[src/rtl/seg7_pkg.sv]
// ---------------------------------------------------------------------------
// seg7_pkg
// Shared definitions for the seven-segment scan controller.
//   - seg_bit_e : bit position of each segment inside the 7-bit seg bus,
//                 ordered {g,f,e,d,c,b,a} (a is bit 0, g is bit 6).
//   - SEG_OFF   : all segments dark (active low).
//   - SEG_0..F  : active-low glyphs for the hex digits 0-F.
// ---------------------------------------------------------------------------
package seg7_pkg;

  typedef enum int unsigned {
    SEG_A = 0,
    SEG_B = 1,
    SEG_C = 2,
    SEG_D = 3,
    SEG_E = 4,
    SEG_F = 5,
    SEG_G = 6
  } seg_bit_e;

  localparam logic [6:0] SEG_OFF = 7'b1111111;

  localparam logic [6:0] SEG_0 = 7'b1000000;
  localparam logic [6:0] SEG_1 = 7'b1111001;
  localparam logic [6:0] SEG_2 = 7'b0100100;
  localparam logic [6:0] SEG_3 = 7'b0110000;
  localparam logic [6:0] SEG_4 = 7'b0011001;
  localparam logic [6:0] SEG_5 = 7'b0010010;
  localparam logic [6:0] SEG_6 = 7'b0000010;
  localparam logic [6:0] SEG_7 = 7'b1111000;
  localparam logic [6:0] SEG_8 = 7'b0000000;
  localparam logic [6:0] SEG_9 = 7'b0010000;
  localparam logic [6:0] SEG_HA = 7'b0001000;
  localparam logic [6:0] SEG_HB = 7'b0000011;
  localparam logic [6:0] SEG_HC = 7'b1000110;
  localparam logic [6:0] SEG_HD = 7'b0100001;
  localparam logic [6:0] SEG_HE = 7'b0000110;
  localparam logic [6:0] SEG_HF = 7'b0001110;

endpackage

[src/rtl/seg7_hex.sv]
// ---------------------------------------------------------------------------
// seg7_hex
// Combinational hex (0-F) to seven-segment decoder, active-low output.
// Ports:
//   nibble  in   4  hex digit to display
//   seg     out  7  {g,f,e,d,c,b,a}, 0 = segment lit
// ---------------------------------------------------------------------------
module seg7_hex
  import seg7_pkg::*;
(
  input  logic [3:0] nibble,
  output logic [6:0] seg
);

  always_comb begin
    // NOTE: default assignment before the case guarantees every path drives
    // seg, so no latch can be inferred even if the case were edited later.
    seg = SEG_OFF;
    unique case (nibble)
      4'h0: seg = SEG_0;
      4'h1: seg = SEG_1;
      4'h2: seg = SEG_2;
      4'h3: seg = SEG_3;
      4'h4: seg = SEG_4;
      4'h5: seg = SEG_5;
      4'h6: seg = SEG_6;
      4'h7: seg = SEG_7;
      4'h8: seg = SEG_8;
      4'h9: seg = SEG_9;
      4'hA: seg = SEG_HA;
      4'hB: seg = SEG_HB;
      4'hC: seg = SEG_HC;
      4'hD: seg = SEG_HD;
      4'hE: seg = SEG_HE;
      4'hF: seg = SEG_HF;
    endcase
  end

endmodule

[src/rtl/seg7_scan.sv]
// ---------------------------------------------------------------------------
// seg7_scan
// Time-multiplexed controller for NDIG common-anode seven-segment digits on a
// shared segment bus. Hex decode, per-digit decimal point and blanking, and a
// double buffer so the shown image only changes at a frame boundary.
// Parameters:
//   NDIG  number of digits (1-8)
//   DIV   clk cycles each digit is lit (>= 2)
// Ports:
//   clk       in   1       system clock, rising edge
//   reset     in   1       asynchronous, active-high reset
//   load      in   1       strobe: capture value/dp_in/blank_in
//   value     in   4*NDIG  hex nibbles, digit 0 rightmost
//   dp_in     in   NDIG    decimal point request, 1 = lit
//   blank_in  in   NDIG    force digit dark, 1 = dark
//   seg       out  7       {g..a}, active low
//   dp        out  1       decimal point, active low
//   an        out  NDIG    digit enables, active low, one-hot-low
//   frame     out  1       one-cycle pulse when scan wraps to digit 0
// Build option:
//   SEG7_LZ_BLANK_EN  enables leading-zero suppression (mask computed when the
//                     display buffer is updated, so no extra output latency).
// ---------------------------------------------------------------------------
module seg7_scan
  import seg7_pkg::*;
#(
  parameter int NDIG = 4,
  parameter int DIV  = 50000
) (
  input  logic                clk,
  input  logic                reset,
  input  logic                load,
  input  logic [4*NDIG-1:0]   value,
  input  logic [NDIG-1:0]     dp_in,
  input  logic [NDIG-1:0]     blank_in,
  output logic [6:0]          seg,
  output logic                dp,
  output logic [NDIG-1:0]     an,
  output logic                frame
);

  localparam int IDXW = (NDIG > 1) ? $clog2(NDIG) : 1;
  localparam int DIVW = $clog2(DIV);
  localparam logic [IDXW-1:0] LAST_IDX = IDXW'(NDIG - 1);
  localparam logic [DIVW-1:0] LAST_DIV = DIVW'(DIV - 1);

  logic [DIVW-1:0]   div_cnt;
  logic [IDXW-1:0]   idx;
  logic              tick;
  logic              boundary;
  logic              commit;

  logic [4*NDIG-1:0] pend_value;
  logic [NDIG-1:0]   pend_dp;
  logic [NDIG-1:0]   pend_blank;
  logic              pend;

  logic [4*NDIG-1:0] disp_value;
  logic [NDIG-1:0]   disp_dp;
  logic [NDIG-1:0]   disp_blank;

  logic [4*NDIG-1:0] next_value;
  logic [NDIG-1:0]   next_dp;
  logic [NDIG-1:0]   next_blank;

  logic [NDIG-1:0]   dark;
  logic [3:0]        cur_nibble;
  logic [6:0]        hex_seg;

  assign tick     = (div_cnt == LAST_DIV);
  assign boundary = tick && (idx == LAST_IDX);
  // A load landing on the boundary tick bypasses pending and goes straight
  // to the display buffer.
  assign commit   = boundary && (pend || load);

  always_comb begin
    if (load) begin
      next_value = value;
      next_dp    = dp_in;
      next_blank = blank_in;
    end else begin
      next_value = pend_value;
      next_dp    = pend_dp;
      next_blank = pend_blank;
    end
  end

  // NOTE: sequential state uses non-blocking assignments so every register
  // samples pre-edge values, independent of always_ff evaluation order.
  always_ff @(posedge clk or posedge reset) begin
    if (reset) begin
      div_cnt <= '0;
      idx     <= '0;
    end else begin
      div_cnt <= tick ? '0 : div_cnt + 1'b1;
      if (tick) idx <= (idx == LAST_IDX) ? '0 : idx + 1'b1;
    end
  end

  // Both buffers are small register banks (not RAM), so they take the reset
  // and reset discards any pending image.
  always_ff @(posedge clk or posedge reset) begin
    if (reset) begin
      pend_value <= '0;
      pend_dp    <= '0;
      pend_blank <= '0;
      pend       <= 1'b0;
      disp_value <= '0;
      disp_dp    <= '0;
      disp_blank <= '0;
    end else begin
      if (load) begin
        pend_value <= value;
        pend_dp    <= dp_in;
        pend_blank <= blank_in;
      end
      if (commit) begin
        disp_value <= next_value;
        disp_dp    <= next_dp;
        disp_blank <= next_blank;
        pend       <= 1'b0;
      end else if (load) begin
        pend <= 1'b1;
      end
    end
  end

`ifdef SEG7_LZ_BLANK_EN
  logic [NDIG-1:0] lz_mask;

  // Walk down from the top digit; suppression runs while nibbles are zero
  // with no decimal point. Digit 0 is never suppressed.
  function automatic logic [NDIG-1:0] lz_calc(input logic [4*NDIG-1:0] v,
                                              input logic [NDIG-1:0]   d);
    logic [NDIG-1:0] m;
    logic            run;
    m   = '0;
    run = 1'b1;
    for (int i = NDIG - 1; i > 0; i--) begin
      run  = run && (v[4*i +: 4] == 4'h0) && !d[i];
      m[i] = run;
    end
    return m;
  endfunction

  always_ff @(posedge clk or posedge reset) begin
    if (reset)       lz_mask <= '0;
    else if (commit) lz_mask <= lz_calc(next_value, next_dp);
  end

  assign dark = disp_blank | lz_mask;
`else
  assign dark = disp_blank;
`endif

  assign cur_nibble = disp_value[4*idx +: 4];

  seg7_hex u_hex (
    .nibble (cur_nibble),
    .seg    (hex_seg)
  );

  // Outputs lag idx and the display buffer by one cycle; a dark digit keeps
  // its anode slot so scan timing stays uniform.
  always_ff @(posedge clk or posedge reset) begin
    if (reset) begin
      seg   <= SEG_OFF;
      dp    <= 1'b1;
      an    <= '1;
      frame <= 1'b0;
    end else begin
      an    <= ~(NDIG'(1) << idx);
      frame <= boundary;
      if (dark[idx]) begin
        seg <= SEG_OFF;
        dp  <= 1'b1;
      end else begin
        seg <= hex_seg;
        dp  <= ~disp_dp[idx];
      end
    end
  end

endmodule
[config.mk]
export PLATFORM = sky130hd
export DESIGN_NAME = seg7_scan
export DESIGN_NICKNAME = d
export VERILOG_FILES = /design/src/rtl/seg7_pkg.sv /design/src/rtl/seg7_hex.sv /design/src/rtl/seg7_scan.sv
export SDC_FILE = /design/constraint.sdc
export NUM_CORES = 1
export LEC_CHECK = 0
export ABC_AREA = 1
export CORE_ASPECT_RATIO = 1.25
export CORE_MARGIN = 1
export CORE_UTILIZATION = 40
export DETAILED_ROUTE_END_ITERATION = 8
export PLACE_DENSITY_LB_ADDON = 0.12
export RECOVER_POWER = 25
export REMOVE_ABC_BUFFERS = 1
export SLEW_MARGIN = 15
export SYNTH_ARGS = -nofsm -noshare
export SYNTH_HDL_FRONTEND = slang
export SYNTH_HIERARCHICAL = 1
export SYNTH_SLANG_ARGS = --single-unit
[constraint.sdc]
create_clock -name clk -period 2.7 [get_ports clk]
set_input_delay 0.27 -clock clk [delete_from_list [all_inputs] [get_ports clk]]
set_output_delay 0.27 -clock clk [all_outputs]
set_load 0.02 [all_outputs]
==> summary.md <==
| Metric | Value |
|---|---|
| Final min period | roughly 2300 ps |
| Share of layout cells above drive strength 1 | between 10% and 20% |
| Area Growth Syn to Fin | 20.2% |
| Worst setup EP type | flop |
| Die Footprint | roughly 10000 sq um |
| PortBufs | 39 |
| Most common cell after layout, fill and taps aside | nand2_1 |
| Max Slew Vio Count | 0 |
| Crit path arrival time | 2520 ps |
| GP Congestion | around 0.8 |
| Mapped Avg Cell Area | around 8.4 sq um |
| CTS root buf | clkbuf_16 |
| Vias in the first global route | 3090 |
| Starting DRT DRC Count | about 120 |
| Crit Path Class | reg2reg |
| LEAKAGE | 2.38 nW |
| RSZ-0062 raised after global routing | false |
| Min-delay src | pend_dp[3]$_DFF_PP0_ |
| Slew HR | about 33% |
| Unique cell type count in the Yosys netlist | 28 |
| Placed wire-length estimate | 5570 um |
| Die Width | about 90 um |
| Initial Util | 41.9% |
| CTS Buf Count | 9 |
| FF+latch count, synth | 80 |
| Mapped cell area | 3890 sq um |
| DR pass1 iterations | 4 |
| Final setup vio count | 0 |
| CTS tree | done |
| Reg2reg start | idx[1]$_DFFE_PP0N_ |
| Measured slew at the worst slew-check pin | between 1000 and 1500 ps |
| Final number of hold-violating endpoints | 0 |
| Detailed-route via count | between 3000 and 4000 |
| GRT Resource Usage Total | 18.0% |
| FF-to-FF setup slack | approximately 450 ps |
| Final setup TNS | 0 ps |
| CP Data Required Time | around 3000 ps |
| Max clock buf depth | 2 |
| Core ar. | between 9000 and 10000 sq um |
| Grt total ovfl | 0 |
| Tcrit/Tclk final | about 83% |
| H-Tree Depth | 3 |
| Hold/Removal Path Class | reg2reg |
| First-pass GRT wire length | 14600 um |
| Util after Layout | 50.4% |
| Nets@finish | between 500 and 600 |
| RR Endpoint | seg[3]$_DFF_PP1_ |
| Sequential-to-total area share from yosys stat | 51.9% |
| Post-CTS Hold Fix Bufs | 0 |
| Routed len/inst | around 13 um |
| Drt via density | between 4 and 5 |
| Num rows | 39 |
| PwrDens | around 570 nW/um^2 |
| Startpoint types | flop |
| R2R cell count | 10 |
| Routed WL | 8120 um |
| Clk slew on worst S/H paths | about 60 ps |
| Status | completed |
| # diodes | 0 |
| Clk_lat worst skew | between 300 and 400 ps |
| DR DRC count | 0 |
| Ys Warns | 6 |
| Number of I/O pins | 40 |
| CTS Sinks | 80 |
| Max Cap Viol | 0 |
| Post-route ant nets | 0 |
| Post-Synthesis Cells | roughly 470 |
| Die height | ~110 um |
| Post-CTS resize count | 0 |
| Antenna violations before repair | 0 |
| Maximum VDD drop | 285 uV |
| Post-CTS Setup Inserts | 0 |
| Max FO, Critical Path | 9 |
| Worst Hold Endpoint | pend_dp[3]$_DFF_PP0_ |
| Fill cells | around 920 |
| Maximum clock frequency | 444 MHz |
| Clock skew | 7.36 ps |
| WHS Path Cells | 2 |
| Most frequent cells in the layout | nand2_1, dfrtp_1, inv_1, nor2_1, clkdlybuf4s50_1 |
| Largest net degree at the start of global routing | between 40 and 50 |
[cell families after synthesis]
group	Yosys count	share of synthesized area (%)
buffers and inverters	66	8.18
AO/OA/AOI/OAI	30	4.28
XOR/XNOR	6	1.35
adder cells (fa/ha/maj)	12	3.86
flip-flops	80	51.9
AND/OR/NAND/NOR	271	30.4
[layout make-up]
class	count	area, sq um	area share [%]
clock buffer	12	256	5.49
tap	123	154	3.29
timing repair buffer	48	455	9.75
clock inverter	3	65.1	1.39
multi-input combinational	319	1550	33.2
sequential	80	2020	43.2
inverter	46	173	3.70
[per-layer routing]
metal / up-vias / track usage (%) / part of all wire [%] / wire length [um]
met5: - / 0 / 0 / 0
met4: 0 / 9.14 / 2.2 / 177
met3: 12 / 2.57 / 3.2 / 260
met1: 1448 / 22.9 / 47 / 3800
li1: 1544 / - / - / -
met2: 58 / 30.2 / 48 / 3890
[registers in the layout, summed over array words and instances, names as in the netlist]
register,cells
dark,4
disp_value,16
dp,1
disp_dp,4
pend_dp,4
frame,1
idx,2
pend_value,16
an,4
seg,7
div_cnt,16
pend,1
pend_blank,4
[cell usage after synthesis (all sizes together)]
master | number | area share (%)
nor2 | 41 | 4.4
nand2 | 177 | 18
buf | 13 | 3.1
o22a | 1 | 0.23
o21bai | 1 | 0.19
dfrtp | 68 | 44
nand4 | 26 | 4.6
xor2 | 6 | 1.4
inv | 46 | 4.4
or2 | 1 | 0.16
nand3 | 21 | 2.8
a21oi | 3 | 0.39
clkbuf | 7 | 0.68
ha | 12 | 3.9
dfstp | 12 | 8.1
o22ai | 5 | 0.80
nor3 | 5 | 0.64
o21ai | 20 | 2.7
[critical path, stage by stage, from the launching register on]
cell	delay (ps)
dfrtp_1	490
inv_1	280
o21ai_0	140
o22ai_1	400
inv_1	220
ha_1	360
nand2_1	70
nand3_1	80
nand2_1	70
inv_1	30
nand2_1	50
[through the flow]
stage,hold WS [ps],total power [mW],setup WS (ps),instance area [sq um],std cells
final,471,2.67,447,4670,631
after CTS,337,2.70,453,4690,631
after global placement,446,1.38,492,4370,616
after floorplan,402,1.31,398,3740,445
after detailed placement,459,1.38,474,4370,616
after global routing,488,2.78,144,4670,631
[where the power goes]
group / internal [mW] / switching (mW) / total, mW / leakage (nW)
sequential: 1.23 / 0.00841 / 1.24 / 1.01
clock: 0.854 / 0.458 / 1.31 / 0.159
combinational: 0.0493 / 0.0651 / 0.114 / 1.21
total: 2.13 / 0.532 / 2.67 / 2.38
[worst max-delay path by stage]
stage                             startpoint                        to  cells after the start
after floorplan                        reset       dark[0]$_DFFE_PP0P_                      1
final                     idx[1]$_DFFE_PP0N_          seg[3]$_DFF_PP1_                     10
after detailed placement  idx[1]$_DFFE_PP0N_          seg[3]$_DFF_PP1_                     10
after global placement    idx[1]$_DFFE_PP0N_          seg[3]$_DFF_PP1_                     10
after CTS                 idx[1]$_DFFE_PP0N_          seg[3]$_DFF_PP1_                     10
after global routing                   reset  pend_value[15]$_DFF_PP0_                      3
Power figures use the tool's default switching activity.
